==> src/rtl/pim_dram_scheduler.sv <==
// Round-robin scheduler sharing one DRAM bank among PIM requesters.
// Emits the PRE/ACT/RD/WR command stream under an open-page policy.
module pim_dram_scheduler #(
    parameter int NUM_REQ     = 4,
    parameter int ADDRESS_LEN = 10,
    parameter int NUM_ROWS    = 100,
    parameter int TRCD_CYCLES = 8,
    parameter int TCL_CYCLES  = 8,
    parameter int TRP_CYCLES  = 8,
    parameter int TWR_CYCLES  = 7,
    parameter int BURST_LEN   = 1
) (
    input  logic                           clk,
    input  logic                           rst_n,
    input  logic [NUM_REQ-1:0]             req,
    input  logic [NUM_REQ-1:0]             req_we,
    input  logic [NUM_REQ*ADDRESS_LEN-1:0] req_addr,
    output logic [NUM_REQ-1:0]             gnt,
    output logic [NUM_REQ-1:0]             done,
    output logic                           err,
    output logic                           cmd_act,
    output logic                           cmd_pre,
    output logic                           cmd_rd,
    output logic                           cmd_wr,
    output logic [ADDRESS_LEN-1:0]         cmd_row,
    output logic                           busy
);

    localparam int RD_WAIT  = TCL_CYCLES + BURST_LEN;
    localparam int WR_WAIT  = BURST_LEN + TWR_CYCLES;
    localparam int MAX_A    = (TRP_CYCLES > TRCD_CYCLES) ? TRP_CYCLES : TRCD_CYCLES;
    localparam int MAX_B    = (RD_WAIT > WR_WAIT) ? RD_WAIT : WR_WAIT;
    localparam int MAX_WAIT = (MAX_A > MAX_B) ? MAX_A : MAX_B;
    localparam int CNT_W    = $clog2(MAX_WAIT + 1);
    localparam int IDX_W    = (NUM_REQ > 1) ? $clog2(NUM_REQ) : 1;

    typedef enum logic [2:0] {
        IDLE, PRE, ACT, RD, WR, WAIT_RD, WAIT_WR, FIN
    } state_e;

    state_e                 state_q;
    logic [CNT_W-1:0]       cnt_q;
    logic [IDX_W-1:0]       ptr_q, own_q;
    logic                   we_q;
    logic [ADDRESS_LEN-1:0] addr_q;
    logic [ADDRESS_LEN-1:0] open_row_q;
    logic                   open_vld_q;

    logic [NUM_REQ-1:0]     gnt_q, done_q;
    logic                   err_q, act_q, pre_q, rd_q, wr_q, busy_q;
    logic [ADDRESS_LEN-1:0] row_q;

    logic                   win_vld, win_we, win_ill;
    logic [IDX_W-1:0]       win_idx, ptr_d;
    logic [ADDRESS_LEN-1:0] win_addr;

    always_comb begin
        int unsigned j;
        j        = 0;
        win_vld  = 1'b0;
        win_idx  = '0;
        win_we   = 1'b0;
        win_addr = '0;
        for (int unsigned k = 0; k < NUM_REQ; k++) begin
            j = (32'(ptr_q) + k) % NUM_REQ;
            if (!win_vld && req[j]) begin
                win_vld  = 1'b1;
                win_idx  = IDX_W'(j);
                win_we   = req_we[j];
                win_addr = req_addr[j*ADDRESS_LEN +: ADDRESS_LEN];
            end
        end
        win_ill = (32'(win_addr) >= 32'(NUM_ROWS));
        ptr_d   = (win_idx == IDX_W'(NUM_REQ - 1)) ? '0 : win_idx + 1'b1;
    end

    // The done cycle (FIN, or IDLE after a rejected request) also arbitrates,
    // so a waiting requester is granted in the very next cycle.
    always_ff @(posedge clk or negedge rst_n) begin
        if (!rst_n) begin
            state_q    <= IDLE;
            cnt_q      <= '0;
            ptr_q      <= '0;
            own_q      <= '0;
            we_q       <= 1'b0;
            addr_q     <= '0;
            open_row_q <= '0;
            open_vld_q <= 1'b0;
            gnt_q      <= '0;
            done_q     <= '0;
            err_q      <= 1'b0;
            act_q      <= 1'b0;
            pre_q      <= 1'b0;
            rd_q       <= 1'b0;
            wr_q       <= 1'b0;
            row_q      <= '0;
            busy_q     <= 1'b0;
        end else begin
            gnt_q  <= '0;
            done_q <= '0;
            err_q  <= 1'b0;
            act_q  <= 1'b0;
            pre_q  <= 1'b0;
            rd_q   <= 1'b0;
            wr_q   <= 1'b0;
            row_q  <= '0;
            if (cnt_q != '0) cnt_q <= cnt_q - 1'b1;
            case (state_q)
                IDLE, FIN: begin
                    busy_q  <= 1'b0;
                    state_q <= IDLE;
                    if (win_vld) begin
                        gnt_q[win_idx] <= 1'b1;
                        busy_q         <= 1'b1;
                        ptr_q          <= ptr_d;
                        own_q          <= win_idx;
                        we_q           <= win_we;
                        addr_q         <= win_addr;
                        if (win_ill) begin
                            done_q[win_idx] <= 1'b1;
                            err_q           <= 1'b1;
                        end else if (open_vld_q && open_row_q == win_addr) begin
                            row_q <= win_addr;
                            if (win_we) begin
                                wr_q    <= 1'b1;
                                cnt_q   <= CNT_W'(WR_WAIT - 1);
                                state_q <= WR;
                            end else begin
                                rd_q    <= 1'b1;
                                cnt_q   <= CNT_W'(RD_WAIT - 1);
                                state_q <= RD;
                            end
                        end else if (open_vld_q) begin
                            pre_q      <= 1'b1;
                            row_q      <= open_row_q;
                            open_vld_q <= 1'b0;
                            cnt_q      <= CNT_W'(TRP_CYCLES - 1);
                            state_q    <= PRE;
                        end else begin
                            act_q      <= 1'b1;
                            row_q      <= win_addr;
                            open_row_q <= win_addr;
                            open_vld_q <= 1'b1;
                            cnt_q      <= CNT_W'(TRCD_CYCLES - 1);
                            state_q    <= ACT;
                        end
                    end
                end
                PRE: if (cnt_q == '0) begin
                    act_q      <= 1'b1;
                    row_q      <= addr_q;
                    open_row_q <= addr_q;
                    open_vld_q <= 1'b1;
                    cnt_q      <= CNT_W'(TRCD_CYCLES - 1);
                    state_q    <= ACT;
                end
                ACT: if (cnt_q == '0) begin
                    row_q <= addr_q;
                    if (we_q) begin
                        wr_q    <= 1'b1;
                        cnt_q   <= CNT_W'(WR_WAIT - 1);
                        state_q <= WR;
                    end else begin
                        rd_q    <= 1'b1;
                        cnt_q   <= CNT_W'(RD_WAIT - 1);
                        state_q <= RD;
                    end
                end
                RD, WAIT_RD: begin
                    if (cnt_q == '0) begin
                        done_q[own_q] <= 1'b1;
                        state_q       <= FIN;
                    end else begin
                        state_q <= WAIT_RD;
                    end
                end
                WR, WAIT_WR: begin
                    if (cnt_q == '0) begin
                        done_q[own_q] <= 1'b1;
                        state_q       <= FIN;
                    end else begin
                        state_q <= WAIT_WR;
                    end
                end
                default: state_q <= IDLE;
            endcase
        end
    end

    assign gnt     = gnt_q;
    assign done    = done_q;
    assign err     = err_q;
    assign cmd_act = act_q;
    assign cmd_pre = pre_q;
    assign cmd_rd  = rd_q;
    assign cmd_wr  = wr_q;
    assign cmd_row = row_q;
    assign busy    = busy_q;

endmodule
==> config.mk <==
export PLATFORM = sky130hd
export DESIGN_NAME = pim_dram_scheduler
export DESIGN_NICKNAME = d
export VERILOG_FILES = /design/src/rtl/pim_dram_scheduler.sv
export SDC_FILE = /design/constraint.sdc
export NUM_CORES = 1
export LEC_CHECK = 0
export ABC_AREA = 1
export CAP_MARGIN = 20
export CORE_MARGIN = 2
export CORE_UTILIZATION = 45
export DETAILED_ROUTE_END_ITERATION = 10
export DONT_BUFFER_PORTS = 1
export MAX_ROUTING_LAYER = met4
export PLACE_DENSITY_LB_ADDON = 0.15
export SLEW_MARGIN = 20
export SYNTH_ARGS = -nofsm -noshare
export SYNTH_HDL_FRONTEND = slang
export SYNTH_SLANG_ARGS = --single-unit
==> constraint.sdc <==
create_clock -name clk -period 3.3 [get_ports clk]
set_input_delay 0.66 -clock clk [delete_from_list [all_inputs] [get_ports clk]]
set_output_delay 0.66 -clock clk [all_outputs]
set_load 0.01 [all_outputs]
==> flow_summary.yaml, run 1 <==
status:
  outcome: "finished, final reports clean"
setup_path:
  cp_cell_sequence: "inv_4 > nand2_1 > nand3_1 > nand2_4 > nor2_8 > nand3_4 > clkinv_4 > nand2_2 > nand2_2 > nand2_1 > nor2_1 > nand2_2 > nor2_2 > inv_2 > nor2_1 > o21ai_0 > o21ai_0 > inv_1"
  critPathMaxFanout: 13
  cp.buffers_inverters: 4
  crit_type: "reg -> reg"
  start_kind: "flop"
  slowest_stage: "dfrtp_2"
  crit_arrival_ns: 3.23
  max_stage_delay_ns: 0.49
  cpMostUsedCell: "nand2_2"
  end_kind: "flop"
  path_delay_family: "simple AND/OR/NAND/NOR gates"
  required_ns: 3.53
grt:
  grtUsageTotal: 0.228
  grt_pass1_wl_um: 20300
  overflow: 0
  grt_start_max_net_pins: 62
  antenna_found_initial: 0
  grt_pass1_vias: 4300
routing:
  drt-wirelength-per-cell_um: 13.2
  viasPerCell: 5.09
  first_pass_iters: 5
  wl_um: 12100
  vias: 4668
  drc_errors: 0
  drt_iter0_drc: 245
  antenna_left: 0
cells_and_area:
  antenna_cells: 0
  multi_input_area_mm2: 0.00276
  syn2layout_area_growth_pct: 8.04
  n_fill_cell: 1039
  drive_gt1_frac: 0.0845
  fin_nets: 832
  seq_area_mm2: 0.00143
  fin_util: 0.495
clock_network:
  clk_path_buf_depth: 2
  clk_pin_slew_worst_paths_ns: 0.06
  clk_latency_ns: 0.34
  htreeDepth: 3
  clock-sinks: 57
  cts_setup_buffers: 0
  clockRootBuffer: "clkbuf_8"
  cts_tree: "yes"
  cts_buffers: 9
yosys:
  ys_seq_area_frac: 0.304
  synthTopCellsByCount: "342 x nand2_1, 105 x o21ai_0, 76 x inv_1"
  synth_top_area_frac: 0.304
  synth_nets: 836
  yosysWarnings: 0
  synth.area.top_cells: "dfrtp_1 30%, nand2_1 27%, o21ai_0 11%"
  synthArstFlopShare: 1.00
  yosysUniqueCellTypes: 34
  yosysMostFrequentCell: "nand2_1"
  syn-instance-count: 780
  syn-cell-area_mm2: 0.00468
  syn_area_per_cell_um2: 6.01
  synth_top_area_cell: "dfrtp_1"
  synth_enable_flop_cells: 0
  ys.flop_type: "dfrtp_1"
  synth-seq-cells: 57
floorplan:
  ioPinCount: 74
  start_util: 0.458
  die-area_mm2: 0.0112
  core_area_mm2: 0.0102
  fp-row-count: 37
  dieWidth_um: 106
  die_h_um: 106
timing:
  setup_ws_ns: 0.296
  hold_viol_final: 0
  min_period_over_period: 0.910
  max_clock_freq_mhz: 333
  rsz0062_at_grt: "false"
  tightestPinTransition_ns: 0.630
  finalSetupViolCount: 0
  slew-limit-headroom: 0.580
  skew_ns: 0.00682
  period_needed_ns: 3.00
  slew_viol_final: 0
worst_hold_path:
  hold_class: "in -> async"
placement:
  dp_hpwl_um: 9410
  io_buffers: 0
  gp_congestion: 0.930
  pre_cts_ws_ns: -0.0543
run:
  cap_violations: 0
-- cell type report --
class	count	area share
Multi-Input combinational cell	605	0.546
Sequential cell	57	0.282
Inverter	84	0.0643
Timing Repair Buffer	19	0.0354
Tap cell	136	0.0336
Clock buffer	10	0.0272
Clock inverter	6	0.0114
-- kinds of logic (layout without fill, tap and decap cells) --
kind of cell | Yosys count | in the layout | share of synthesized area
AOI/OAI and AO/OA | 125 | 125 | 0.143
xor gates and xnor gates | 2 | 2 | 0.00374
adders and majority gates | 6 | 6 | 0.0160
buffers and inverters | 118 | 119 | 0.109
DFF | 57 | 57 | 0.304
and+or+nand+nor | 472 | 472 | 0.424
-- state kept, by name, indices dropped and copies added (netlist names) --
| name | count |
|---|---|
| done | 4 |
| gnt | 4 |
| cnt_q | 4 |
| addr_q | 10 |
| state_q | 3 |
| cmd_pre | 1 |
| ptr_q | 2 |
| cmd_wr | 1 |
| own_q | 2 |
| err | 1 |
| open_vld_q | 1 |
| busy | 1 |
| cmd_row | 10 |
| open_row_q | 10 |
| we_q | 1 |
| cmd_rd | 1 |
| cmd_act | 1 |
-- final timing paths --
kind	startpoint	end	slack (ns)	cells past startpoint
max	ptr_q[0]$_DFFE_PN0P_	open_vld_q$_DFFE_PN0P_	0.30	18
min	rst_n	cmd_row[6]$_DFF_PN0_	0.15	1
max reg2reg	ptr_q[0]$_DFFE_PN0P_	open_vld_q$_DFFE_PN0P_	0.30	18
min reg2reg	own_q[0]$_DFFE_PN0P_	done[2]$_DFF_PN0_	0.48	1
max in group asynchronous	rst_n	cmd_row[2]$_DFF_PN0_	2.30	1
min in group clk	own_q[0]$_DFFE_PN0P_	done[2]$_DFF_PN0_	0.48	1
-- worst reg2reg max path: cells and delay by family (launching register included) --
kind                   cells  cell delay (ns)
and+or+nand+nor           12             1.64
AOI/OAI and AO/OA          2             0.30
buffers and inverters      4             0.45
DFF                        1             0.49
-- placed cells by master, fill, tap and decap left out, types with 2 or more instances in the layout --
cell type / count
nand3_1: 66
nand2_4: 3
clkinv_1: 2
clkinv_2: 4
nor2_1: 27
inv_4: 2
ha_1: 6
inv_2: 4
inv_1: 75
buf_4: 13
dlygate4sd3_1: 2
buf_6: 3
nand2_2: 13
a21oi_1: 8
nand3b_1: 5
dfrtp_1: 56
a211oi_1: 3
o21a_1: 2
xnor2_1: 2
nand4_1: 10
nand2_1: 341
clkbuf_8: 10
o21ai_0: 105
-- timing repair --
item	CTS	global route
hold buffers	1	2
hold endpoints to repair	10	42
resized for setup	1	9
endpoints found under the setup margin	1	17
-- metal layers --
metal	global-route usage	wire (um)	up-vias	part of all wire
met5	-	0	-	0
met4	0.0742	203	0	0.017
met3	0.0282	578	18	0.048
met2	0.362	5580	140	0.46
met1	0.303	5740	2050	0.47
li1	-	-	2460	-
-- per-stage QoR --
step	hold WS [ns]	instance area (um^2)	cells	TNS (ns)
after floorplan	0.364	4680	780	0
after global placement	0.366	4780	898	0
after detailed placement	0.366	4780	898	-0.0543
after CTS	0.00175	4990	915	0
after global routing	0.160	5060	917	0
final	0.154	5060	917	0
Power of run 1 is not shown: default switching activity piles up to over one toggle a cycle in this logic, so the estimate is an artifact.
==> inputs of run 2 (changes only) <==
--- a/config.mk
+++ b/config.mk
@@ -6,6 +6,7 @@
 export NUM_CORES = 1
 export LEC_CHECK = 0
 export ABC_AREA = 1
+export ABC_CLOCK_PERIOD_IN_PS = 3300
 export CAP_MARGIN = 20
 export CORE_MARGIN = 2
 export CORE_UTILIZATION = 45
==> results of run 2 <==
Same layout as run 1: the final DEF is identical, and so are final timing and power.
Power of run 2 is left out for the same reason.
==> inputs of run 3 (changes only) <==
--- a/config.mk
+++ b/config.mk
@@ -12,6 +12,7 @@
 export CORE_UTILIZATION = 45
 export DETAILED_ROUTE_END_ITERATION = 10
 export DONT_BUFFER_PORTS = 1
+export GPL_ROUTABILITY_DRIVEN = 1
 export MAX_ROUTING_LAYER = met4
 export PLACE_DENSITY_LB_ADDON = 0.15
 export SLEW_MARGIN = 20
==> results of run 3 <==
Same layout as run 1: the final DEF is identical, and so are final timing and power.
Power of run 3 is left out for the same reason.
